**src/rtl/dog_phys_sched.sv**
```systemverilog
// Frame sequencer that walks enabled dogs through the physics ops on a shared datapath.
// Optional saturating drop counter is built when DOG_SCHED_OVERRUN_CNT_EN is defined.
module dog_phys_sched #(
    parameter int N      = 4,
    parameter int STAGES = 3
) (
    input  logic       clk,
    input  logic       rst_n,
    input  logic       frame_tick,
    input  logic [3:0] dog_en,
    input  logic       req_ready,
    output logic       req_valid,
    output logic [1:0] dog_idx,
    output logic [1:0] op,
    output logic       busy,
    output logic       frame_done,
    output logic       overrun,
    output logic [7:0] overrun_cnt
);

    typedef enum logic [1:0] {
        IDLE = 2'd0,
        RUN  = 2'd1,
        DONE = 2'd2
    } state_t;

    localparam logic [1:0] LAST_OP = 2'(STAGES - 1);

    state_t     state_reg, state_next;
    logic [3:0] mask_reg, mask_next;
    logic [1:0] dog_idx_reg, dog_idx_next;
    logic [1:0] op_reg, op_next;
    logic       req_valid_reg;
    logic       busy_reg;
    logic       frame_done_reg;
    logic       overrun_reg, overrun_next;

    logic [3:0] en_masked;
    logic [3:0] above_mask;
    logic [2:0] first_sel;
    logic [2:0] next_sel;
    logic       handshake;

    // Bit 2 is the found flag, bits 1:0 the index of the lowest set bit.
    function automatic logic [2:0] lowest_set(input logic [3:0] m);
        logic [2:0] r;
        r = 3'b000;
        for (int i = 3; i >= 0; i--) begin
            if (m[i]) begin
                r = {1'b1, 2'(i)};
            end
        end
        return r;
    endfunction

    genvar gi;
    generate
        for (gi = 0; gi < 4; gi++) begin : g_masks
            if (gi < N) begin : g_live
                assign en_masked[gi] = dog_en[gi];
            end else begin : g_dead
                assign en_masked[gi] = 1'b0;
            end
            // Candidates strictly above the dog currently being served.
            assign above_mask[gi] = mask_reg[gi] & (3'(gi) > {1'b0, dog_idx_reg});
        end
    endgenerate

    assign first_sel = lowest_set(en_masked);
    assign next_sel  = lowest_set(above_mask);
    assign handshake = req_valid_reg & req_ready;

    always_comb begin
        state_next   = state_reg;
        mask_next    = mask_reg;
        dog_idx_next = dog_idx_reg;
        op_next      = op_reg;
        overrun_next = frame_tick && (state_reg != IDLE);
        case (state_reg)
            IDLE: begin
                if (frame_tick) begin
                    mask_next = en_masked;
                    if (first_sel[2]) begin
                        state_next   = RUN;
                        dog_idx_next = first_sel[1:0];
                        op_next      = 2'd0;
                    end else begin
                        state_next = DONE;
                    end
                end
            end
            RUN: begin
                if (handshake) begin
                    if (op_reg == LAST_OP) begin
                        op_next = 2'd0;
                        if (next_sel[2]) begin
                            dog_idx_next = next_sel[1:0];
                        end else begin
                            state_next = DONE;
                        end
                    end else begin
                        op_next = op_reg + 2'd1;
                    end
                end
            end
            DONE: begin
                state_next = IDLE;
            end
            default: begin
                state_next = IDLE;
            end
        endcase
    end

    // Flags are registered from the next state so they line up with it.
    always_ff @(posedge clk) begin
        if (!rst_n) begin
            state_reg      <= IDLE;
            mask_reg       <= 4'd0;
            dog_idx_reg    <= 2'd0;
            op_reg         <= 2'd0;
            req_valid_reg  <= 1'b0;
            busy_reg       <= 1'b0;
            frame_done_reg <= 1'b0;
            overrun_reg    <= 1'b0;
        end else begin
            state_reg      <= state_next;
            mask_reg       <= mask_next;
            dog_idx_reg    <= dog_idx_next;
            op_reg         <= op_next;
            req_valid_reg  <= (state_next == RUN);
            busy_reg       <= (state_next != IDLE);
            frame_done_reg <= (state_next == DONE);
            overrun_reg    <= overrun_next;
        end
    end

`ifdef DOG_SCHED_OVERRUN_CNT_EN
    logic [7:0] overrun_cnt_reg;

    always_ff @(posedge clk) begin
        if (!rst_n) begin
            overrun_cnt_reg <= 8'd0;
        end else if (overrun_next && (overrun_cnt_reg != 8'hFF)) begin
            overrun_cnt_reg <= overrun_cnt_reg + 8'd1;
        end
    end

    assign overrun_cnt = overrun_cnt_reg;
`else
    assign overrun_cnt = 8'd0;
`endif

    assign req_valid  = req_valid_reg;
    assign dog_idx    = dog_idx_reg;
    assign op         = op_reg;
    assign busy       = busy_reg;
    assign frame_done = frame_done_reg;
    assign overrun    = overrun_reg;

endmodule
```
**config.mk**
```make
export PLATFORM = sky130hd
export DESIGN_NAME = dog_phys_sched
export DESIGN_NICKNAME = d
export VERILOG_FILES = /design/src/rtl/dog_phys_sched.sv
export SDC_FILE = /design/constraint.sdc
export NUM_CORES = 1
export LEC_CHECK = 0
export ABC_AREA = 1
export CAP_MARGIN = 20
export CORE_UTILIZATION = 45
export CTS_BUF_LIST = sky130_fd_sc_hd__clkbuf_4
export DETAILED_ROUTE_END_ITERATION = 10
export GPL_ROUTABILITY_DRIVEN = 0
export PLACE_DENSITY = 0.79
export SLEW_MARGIN = 20
export SYNTH_ARGS = -nofsm -noshare
export SYNTH_HDL_FRONTEND = slang
export SYNTH_SLANG_ARGS = --single-unit
```
**constraint.sdc**
```tcl
create_clock -name clk -period 3.11 [get_ports clk]
set_input_delay 0.4665 -clock clk [delete_from_list [all_inputs] [get_ports clk]]
set_output_delay 0.4665 -clock clk [all_outputs]
set_load 0.05 [all_outputs]
```
==> impl_metrics.tcl <==
set metrics [dict create \
    wire_length_of_the_first_global_routing_pass_mm 2.49 \
    synth_area_um2 727 \
    fmaxAchievable_mhz 500 \
    hold_path.class "reg -> reg" \
    critical_path_at_ns 1.53 \
    cp-endpoint "dog_idx[1]" \
    cell_taking_the_most_area_after_synthesis "sky130_fd_sc_hd__dfxtp_1" \
    finalPower_uw 457 \
    critPathRequiredTime_ns 2.64 \
    area_growth_syn_to_layout_pct 22.9 \
    post-cts-setup-buffer-count 0 \
    core_mm2 0.00151 \
    port-buffer-count 15 \
    synth_sequential_area_ratio_pct 35.8 \
    yosys_most_used_dff "sky130_fd_sc_hd__dfxtp_1" \
    register_area_um2 260 \
    maxSlewViolCount 0 \
    reg2reg_capture_point "dog_idx[0]" \
    status "completed" \
    totalWireLength_mm 1.42 \
    postCtsHoldBufs 0 \
    fin_tns_setup_ns 0 \
    cts_htree_levels 1 \
    tritoncts "yes" \
    min_period_over_period_pct 64.3 \
    drt_first_iter_violations 15 \
    placed_cell_area_um2 863 \
    cap_viol_max_count 0 \
    startpoint_of_the_most_critical_setup_path "dog_idx[1]" \
    relative_slew_slack_pct 65.8 \
    leakagePower_nw 0.431 \
    antenna_cells_inserted 0 \
    final_core_area_utilization_pct 59.3 \
    critical_path_class "reg -> out" \
    ctsRootBufferMaster "sky130_fd_sc_hd__clkbuf_4" \
    cts-resized-gates 0 \
    die_area_mm2 0.00178 \
    critical-path-max-stage-delay_ns 0.83 \
    worst_slack_ns 1.11 \
    worst_skew_pair.late_latency_ns 0.29 \
    initial_utilization_pct 48.3 \
    floorplan_row_count 14 \
    fin_skew_ns 0.00769 \
    drive_above_1_share_pct 12.3 \
    post_synth_num_cell_types 18 \
    dp_hpwl_mm 1.10 \
    power-per-cell-area_mw_per_mm2 512 \
    clk_path_buf_depth 2 \
    die_width_um 42.2 \
    pre_cts_slack_ns 1.37 \
    grt_max_degree 9 \
    synthTopCellsByArea "sky130_fd_sc_hd__dfxtp_1 (36%), sky130_fd_sc_hd__nand2_1 (12%), sky130_fd_sc_hd__buf_4 (8.3%)" \
    grt_remaining_overflow 0 \
    final.fill_count 146 \
    cts_num_sinks 13 \
    post-route-drc-count 0 \
    cpLargestDelayFamily "buffers and inverters" \
    grt_pass1_vias 602 \
    finalNonFillerCells 138 \
    hold_ws_ns 0.539 \
    setup_repair_after_global_routing_missed_its_margin "false" \
    die-height_um 42.2 \
    grt.total_usage_pct 18.7 \
    synth-seq-cells 13 \
    regToRegStartpoint "state_reg[0]" \
    postSynthAreaPerCell_um2 6.99 \
    num_cts_buffers 3 \
    timing.reg2reg.worst_path_depth 8 \
    critPathSlowestCell "sky130_fd_sc_hd__clkdlybuf4s50_1" \
    route.detailed.vias_per_inst 4.75 \
    synth_top_cell_area_share_pct 35.8 \
    postSynthCellCount 104 \
    setup.worst_path.end_class "output port" \
    layout_min_cycle_time_ns 2.00 \
    post_synth_edffs 0 \
    ant_nets 0 \
    crit_path_cell_trace "clkdlybuf4s50_1" \
    vias 656 \
    critical_path.startpoint_type "flop" \
    power.ir.vdd_worst_mv 0.283 \
    postLayoutCellArea_um2 893 \
    tightest_slew_ns 0.511 \
    cp_depth 1 \
    critPathBufInv 1 \
    hold_path.startpoint "op[0]" \
    top_level_ports 24 \
    yosysWarnings 0 \
    synth-async-reset-ratio_pct 0 \
    total_iterations_of_the_first_detailed_routing_run 4 \
    finalSetupViolCount 0 \
    finish.net_count 131 \
    placedCellCount 134 \
    clk_transition_reported_paths_ns 0.08 \
    wl_per_cell_um 10.3 \
    reg2reg_slack_ns 1.89 \
    number_of_flip_flops_under_the_largest_register_name 3 \
    combined_area_of_the_multi_input_logic_cells_um2 373 \
    antenna_violations_before_repair 0 \
    critical_path.max_fanout 6 \
    report.final.hold_viol_count 0 \
]
[placed cells by master, fill, tap and decap left out]
cell type and count:
sky130_fd_sc_hd__o21ai_0 7, sky130_fd_sc_hd__a21oi_1 10, sky130_fd_sc_hd__nand3_2 1, sky130_fd_sc_hd__and2_1 1
sky130_fd_sc_hd__inv_2 3, sky130_fd_sc_hd__nand2_1 23, sky130_fd_sc_hd__nand4_1 1, sky130_fd_sc_hd__clkbuf_4 4
sky130_fd_sc_hd__nor2_1 11, sky130_fd_sc_hd__nand3_1 4, sky130_fd_sc_hd__inv_1 13, sky130_fd_sc_hd__dfxtp_1 13
sky130_fd_sc_hd__conb_1 8, sky130_fd_sc_hd__nand2_4 4, sky130_fd_sc_hd__nor3_1 1, sky130_fd_sc_hd__clkdlybuf4s50_1 15
sky130_fd_sc_hd__nor2_4 1, sky130_fd_sc_hd__nor2_2 1, sky130_fd_sc_hd__nor2_8 1
[where the power goes]
| part | internal [mW] | total, mW | switching, mW | leakage [nW] |
|---|---|---|---|---|
| Sequential | 0.180 | 0.191 | 0.0111 | 0.107 |
| Clock | 0.0587 | 0.119 | 0.0604 | 0.0184 |
| Combinational | 0.0453 | 0.147 | 0.102 | 0.306 |
| Total | 0.284 | 0.457 | 0.174 | 0.431 |
[logic make-up after synthesis]
group                  after synthesis  synth area share [%]
AND/OR/NAND/NOR                     49                  35.5
buffers and inverters               24                  16.5
other                                1                 0.516
flip-flops                          13                  35.8
AO/OA/AOI/OAI                       17                  11.7
[Yosys cell counts, types with 3 or more instances]
master                    instances
sky130_fd_sc_hd__nand2_1         23
sky130_fd_sc_hd__dfxtp_1         13
sky130_fd_sc_hd__inv_1           13
sky130_fd_sc_hd__nor2_1          11
sky130_fd_sc_hd__a21oi_1         10
sky130_fd_sc_hd__buf_4            8
sky130_fd_sc_hd__o21ai_0          7
sky130_fd_sc_hd__nand2_4          4
sky130_fd_sc_hd__nand3_1          4
sky130_fd_sc_hd__inv_2            3
[layer usage]
| layer | global-route usage [%] | vias up | wire length [um] |
|---|---|---|---|
| li1 | - | 346 | - |
| met3 | 5.60 | 5 | 70 |
| met4 | 13.1 | 0 | 36 |
| met1 | 23.2 | 289 | 660 |
| met2 | 27.4 | 16 | 653 |
| met5 | 0 | - | 0 |
[cell type report]
type	count	share of cell area, %
Clock buffer	4	3.36
Inverter	16	6.72
Multi-Input combinational cell	74	41.7
Sequential cell	13	29.1
Tap cell	16	2.24
Timing Repair Buffer	15	16.8
[worst min path at each step]
stage,to,cells past startpoint
2_1_floorplan,mask_reg[3],2
3_3_place_gp,op[1],2
3_5_place_dp,op[1],2
4_1_cts,op[1],2
5_1_grt,op[1],2
6_report,op[1],2
Power figures use the tool's default switching activity.
